--- src/rtl/hotselect_sequencer_pkg.sv ---
// Shared definitions for the calculator command sequencer: opcode map,
// datapath geometry and sequencer state encoding.
package hotselect_sequencer_pkg;

  localparam int CALC_SEL_W = 16;
  localparam int CALC_OP_W  = $clog2(CALC_SEL_W);

  localparam logic [CALC_OP_W-1:0] OP_ADD  = 4'd0;
  localparam logic [CALC_OP_W-1:0] OP_SUB  = 4'd1;
  localparam logic [CALC_OP_W-1:0] OP_MUL  = 4'd2;
  localparam logic [CALC_OP_W-1:0] OP_DIV  = 4'd3;
  localparam logic [CALC_OP_W-1:0] OP_MOD  = 4'd4;
  localparam logic [CALC_OP_W-1:0] OP_AND  = 4'd5;
  localparam logic [CALC_OP_W-1:0] OP_OR   = 4'd6;
  localparam logic [CALC_OP_W-1:0] OP_XOR  = 4'd7;
  localparam logic [CALC_OP_W-1:0] OP_NOT  = 4'd8;
  localparam logic [CALC_OP_W-1:0] OP_SHL  = 4'd9;
  localparam logic [CALC_OP_W-1:0] OP_SHR  = 4'd10;
  localparam logic [CALC_OP_W-1:0] OP_NEG  = 4'd11;
  localparam logic [CALC_OP_W-1:0] OP_INC  = 4'd12;
  localparam logic [CALC_OP_W-1:0] OP_DEC  = 4'd13;
  localparam logic [CALC_OP_W-1:0] OP_CMP  = 4'd14;
  localparam logic [CALC_OP_W-1:0] OP_PASS = 4'd15;

  localparam logic [CALC_SEL_W-1:0] DEFAULT_MC_MASK = 16'h0000;

  typedef enum logic [1:0] {
    ST_IDLE  = 2'd0,
    ST_DRIVE = 2'd1,
    ST_RESP  = 2'd2
  } state_t;

endpackage

--- src/rtl/hotselect_sequencer_onehot_encoder.sv ---
// Opcode index to one-hot mux select; exactly one bit set for any index.
module onehot_encoder #(
  parameter int OP_W  = 4,
  parameter int SEL_W = 16
) (
  input  logic [OP_W-1:0]  idx,
  output logic [SEL_W-1:0] onehot
);

  always_comb begin
    onehot = '0;
    for (int unsigned i = 0; i < SEL_W; i++) begin
      onehot[i] = (idx == OP_W'(i));
    end
  end

endmodule

--- src/rtl/hotselect_sequencer.sv ---
// Command-side driver for the one-hot datapath mux: accepts an opcode, holds the
// select for the op latency, captures the mux result and returns it.
module hotselect_sequencer
  import hotselect_sequencer_pkg::*;
#(
  parameter  int               DATA_W        = 32,
  parameter  int               SEL_W         = CALC_SEL_W,
  parameter  int               SETTLE_CYCLES = 1,
  parameter  logic [SEL_W-1:0] MC_MASK       = DEFAULT_MC_MASK,
  parameter  int               MC_LAT        = 8,
  localparam int               OP_W          = $clog2(SEL_W)
) (
  input  logic              clk,
  input  logic              rst_n,
  input  logic              flush,
  input  logic              cmd_valid,
  output logic              cmd_ready,
  input  logic [OP_W-1:0]   cmd_opcode,
  output logic [SEL_W-1:0]  hotselect,
  input  logic [DATA_W-1:0] muxout,
  output logic              rsp_valid,
  input  logic              rsp_ready,
  output logic [DATA_W-1:0] rsp_data,
  output logic [OP_W-1:0]   rsp_opcode,
  output logic              busy,
  output logic [15:0]       op_count
);

  localparam int LAT_MAX = (MC_LAT > SETTLE_CYCLES) ? MC_LAT : SETTLE_CYCLES;
  localparam int CNT_W   = (LAT_MAX > 1) ? $clog2(LAT_MAX) : 1;

  state_t              state, state_d;
  logic [CNT_W-1:0]    cnt, cnt_d;
  logic [OP_W-1:0]     opcode_q, opcode_d;
  logic [SEL_W-1:0]    hot_d, enc_sel;
  logic                rv_d;
  logic [DATA_W-1:0]   rd_d;
  logic [OP_W-1:0]     ro_d;
  logic [15:0]         oc_d;
  logic [CNT_W-1:0]    lat_m1;

  onehot_encoder #(
    .OP_W  (OP_W),
    .SEL_W (SEL_W)
  ) u_enc (
    .idx    (cmd_opcode),
    .onehot (enc_sel)
  );

  assign lat_m1    = MC_MASK[cmd_opcode] ? CNT_W'(MC_LAT - 1) : CNT_W'(SETTLE_CYCLES - 1);
  assign cmd_ready = (state == ST_IDLE);
  assign busy      = (state != ST_IDLE);

  always_comb begin
    state_d  = state;
    cnt_d    = cnt;
    opcode_d = opcode_q;
    hot_d    = hotselect;
    rv_d     = rsp_valid;
    rd_d     = rsp_data;
    ro_d     = rsp_opcode;
    oc_d     = op_count;
    // flush outranks both the command and the response handshakes
    if (flush) begin
      state_d = ST_IDLE;
      hot_d   = '0;
      rv_d    = 1'b0;
    end else begin
      unique case (state)
        ST_IDLE: begin
          if (cmd_valid) begin
            opcode_d = cmd_opcode;
            hot_d    = enc_sel;
            cnt_d    = lat_m1;
            state_d  = ST_DRIVE;
          end
        end
        ST_DRIVE: begin
          if (cnt != '0) begin
            cnt_d = cnt - CNT_W'(1);
          end else begin
            rd_d    = muxout;
            ro_d    = opcode_q;
            rv_d    = 1'b1;
            hot_d   = '0;
            state_d = ST_RESP;
          end
        end
        ST_RESP: begin
          if (rsp_ready) begin
            rv_d    = 1'b0;
            oc_d    = op_count + 16'd1;
            state_d = ST_IDLE;
          end
        end
        default: begin
          state_d = ST_IDLE;
          hot_d   = '0;
          rv_d    = 1'b0;
        end
      endcase
    end
  end

  always_ff @(posedge clk or negedge rst_n) begin
    if (!rst_n) begin
      state      <= ST_IDLE;
      cnt        <= '0;
      opcode_q   <= '0;
      hotselect  <= '0;
      rsp_valid  <= 1'b0;
      rsp_data   <= '0;
      rsp_opcode <= '0;
      op_count   <= '0;
    end else begin
      state      <= state_d;
      cnt        <= cnt_d;
      opcode_q   <= opcode_d;
      hotselect  <= hot_d;
      rsp_valid  <= rv_d;
      rsp_data   <= rd_d;
      rsp_opcode <= ro_d;
      op_count   <= oc_d;
    end
  end

endmodule

--- config.mk ---
export PLATFORM = sky130hd
export DESIGN_NAME = hotselect_sequencer
export DESIGN_NICKNAME = d
export VERILOG_FILES = /design/src/rtl/hotselect_sequencer_pkg.sv /design/src/rtl/hotselect_sequencer_onehot_encoder.sv /design/src/rtl/hotselect_sequencer.sv
export SDC_FILE = /design/constraint.sdc
export NUM_CORES = 1
export LEC_CHECK = 0
export ABC_AREA = 1
export CORE_MARGIN = 5
export CORE_UTILIZATION = 42
export DETAILED_ROUTE_END_ITERATION = 6
export GPL_TIMING_DRIVEN = 0
export MAX_ROUTING_LAYER = met4
export PLACE_DENSITY = 0.86
export SYNTH_ARGS = -nofsm -noshare
export SYNTH_HDL_FRONTEND = slang
export SYNTH_HIERARCHICAL = 1
export SYNTH_SLANG_ARGS = --single-unit
--- constraint.sdc ---
create_clock -name clk -period 1.6 [get_ports clk]
set_input_delay 0.32 -clock clk [delete_from_list [all_inputs] [get_ports clk]]
set_output_delay 0.32 -clock clk [all_outputs]
set_load 0.02 [all_outputs]
==> flow_summary.yaml <==
status:
  outcome: "finished clean"
critical_path:
  critPathTopFamily: "simple AND/OR/NAND/NOR gates"
  regToRegSetupSlack_ns: 0.07
  cp_slowest_cell: "dfrtp_1"
  critPathKind: "flip-flop to flip-flop"
  crit_path_end_kind: "flip-flop"
  r2r-end: "hotselect[6]"
  reg2reg_from: "cnt[0]"
  crit_path_cell_trace: "inv_1 -> ha_4 -> ha_4 -> nor2_2 -> nand2_4 -> nand2_4 -> nor2_4 -> inv_4 -> buf_6 -> nand2_1 -> nand2_1"
  cp-start-kind: "flip-flop"
  slowest_delay_ns: 0.40
  cp.required_ns: 1.82
  crit_buf_inv: 3
  crit_arrival_ns: 1.75
  reg2regPathDepth: 11
  crit_fanout: 10
die:
  die_y_um: 101
  die_area_sq_um: 10100
  initial_core_util_pct: 42.5
  core-area_sq_um: 8090
  rows: 33
  die_x_um: 101
  ios: 112
clock_network:
  cts_root_buf: "clkbuf_8"
  cts.reportedPaths.clkPinSlew_ns: 0.08
  htreeDepth: 3
  clock_sinks: 78
  cts_tree: "built"
  insertion_delay_ns: 0.33
  clockBufferDepth: 2
  numCtsBuffers: 9
cells_and_area:
  nNetsFinal: 575
  antennaDiodeCount: 0
  drive_above_1_share_pct: 9.51
  area_growth_pct: 43.7
  final_util_pct: 61.1
global_routing:
  antenna_found_initial: 0
  grt_max_degree: 65
  grt_first_pass_wirelength_um: 13700
  grt.overflow.total: 0
  grt_usage_pct: 17.3
  grt_pass1_vias: 3010
route:
  drc: 0
  vias: 3030
  wl_per_cell_um: 13.1
  ant_nets: 0
  vias_per_cell: 4.73
  first_pass_iters: 4
  drt_wl_total_um: 8400
  drtIter0Drc: 87
yosys:
  yosys.area.top_type: "dfrtp_1"
  ys_ff_latch: 78
  synth_area_leaders: "dfrtp_1 57%, nand2_1 13%, inv_1 6.3%, o21ai_0 5.2%, nor2_1 3.8%"
  syn-mean-instance-area_sq_um: 8.54
  synth_top_area_share_pct: 56.7
  syn_area_sq_um: 3440
  ys_seq_area_share_pct: 56.7
  yosysUniqueCellTypes: 26
  synth_cells: 403
  yosys_warnings: 6
  synthesis.nets: 447
timing:
  min_period_ns: 1.53
  fmax_mhz: 653
  tightest_slew_ns: 0.486
  setup-violations-final: 0
  setup_tns_ns: 0
  fin_ws_ns: 0.0688
  slew_headroom_pct: 67.3
  period_share_pct: 95.7
  timing_hold_violations_final: 0
  slew_violations: 0
  skew_ns: 0.0118
power:
  ir_drop_v: 0.000677
  totalPowerFinal_mw: 7.21
  power_density_nw_per_um2: 1460
  leakage_nw: 2.70
placed_design:
  place_hpwl_um: 6340
  numPortBuffers: 111
  gp_congestion: 0.816
  pre_cts_slack_ns: -0.322
worst_hold_path:
  hp-class: "primary input to asynchronous set/reset pin"
flow_run:
  cap_violations: 0
power by group:
group | total, mW | internal (mW) | switching [mW]
clock network | 1.71 | 1.04 | 0.677
registers | 2.82 | 2.52 | 0.306
logic | 2.67 | 1.07 | 1.60
total | 7.21 | 4.62 | 2.59
worst max-delay path by stage:
stage	start	endpoint	slack, ns	depth (start not counted)
after floorplan	cnt[0]	hotselect[10]	0.12	11
after global placement	rst_n	hotselect[8]	-2.41	1
after CTS	state[1]	cmd_ready	0.003	2
final	cnt[0]	hotselect[6]	0.07	11
after detailed placement	flush	rsp_data[24]	-0.32	6
after global routing	cnt[0]	hotselect[2]	-0.01	11
logic make-up (layout without fill, tap and decap cells):
kind of cell | after synthesis | after routing | share of synthesized area, %
XOR/XNOR | 9 | 9 | 2.29
AO/OA/AOI/OAI | 43 | 43 | 6.29
flip-flops | 78 | 78 | 56.7
buffers and inverters | 72 | 205 | 8.69
adder cells (fa/ha/maj) | 3 | 3 | 1.09
AND/OR/NAND/NOR | 198 | 198 | 24.9
sequential cells by signal (all words and copies together), names as in the netlist:
name / cells
rsp_valid: 1
state: 2
op_count: 16
rsp_opcode: 4
rsp_data: 32
hotselect: 16
cnt: 3
opcode_q: 4
area by class of cell:
type	instances	area, sq um
Fill cell	738	3150
Sequential cell	78	1950
Multi-Input combinational cell	253	1220
Timing Repair Buffer	117	1100
Inverter	61	231
Clock buffer	12	135
Tap cell	105	131
Clock inverter	4	95.1
Buffer	11	81.3
stage by stage:
step,area [sq um],hold WS (ns),cells
finish,4940,0.386,641
floorplan,3440,0.0244,403
detailed placement,4710,0.197,620
global route,4940,0.403,641
CTS,4920,0.381,641
global placement,4680,0.465,619
layout by cell type, fill, tap and decap left out, types with 2 or more instances in the layout:
cell type	synthesis	layout
inv_1	58	57
inv_2	2	3
a21oi_1	4	4
nor2_1	35	34
ha_4	0	2
nand3b_1	2	2
xnor2_1	5	5
nand4_1	7	7
buf_4	1	6
o21ai_0	36	33
dfrtp_1	78	77
nor3_1	2	2
xor2_1	4	4
nand2_1	117	117
buf_6	2	3
nand3_1	24	24
nand2_2	3	3
clkbuf_2	2	3
dlygate4sd2_1	0	69
clkdlybuf4s50_1	0	39
nor2_4	4	4
nor2_2	2	3
o21ai_1	2	5
clkbuf_1	2	3
bufinv_16	0	3
clkbuf_8	0	9
buf_2	4	3
nand2_4	2	2
synthesized netlist by cell type:
cell	n
nand4_1	7
buf_2	4
nor2_2	2
xor2_1	4
nand3b_1	2
o22ai_1	1
o21ai_0	36
clkbuf_2	2
nand3_1	24
ha_1	3
nand2_2	3
buf_6	2
nand2_4	2
xnor2_1	5
inv_4	1
dfrtp_1	78
nor2_4	4
nand2_1	117
clkbuf_1	2
buf_4	1
a21oi_1	4
o21ai_1	2
inv_1	58
inv_2	2
nor2_1	35
nor3_1	2
layer usage:
layer	up-vias	track usage (%)	part of all wire (%)	wire length, um
met5	-	-	0	0
met1	1430	21.8	43	3610
met3	9	2.84	5.8	488
met2	88	28.9	50	4220
li1	1503	-	-	-
met4	0	5.39	1.0	85
what timing repair did:
action                     in CTS  in global routing
setup endpoints to repair     115                 54
hold endpoints to repair       14                  0
resized for setup              79                 16
pin swaps                       2                  2
hold buffers                    1                  0
buffers inserted                4                  0
gates cloned                    0                  0
Power figures use the tool's default switching activity.
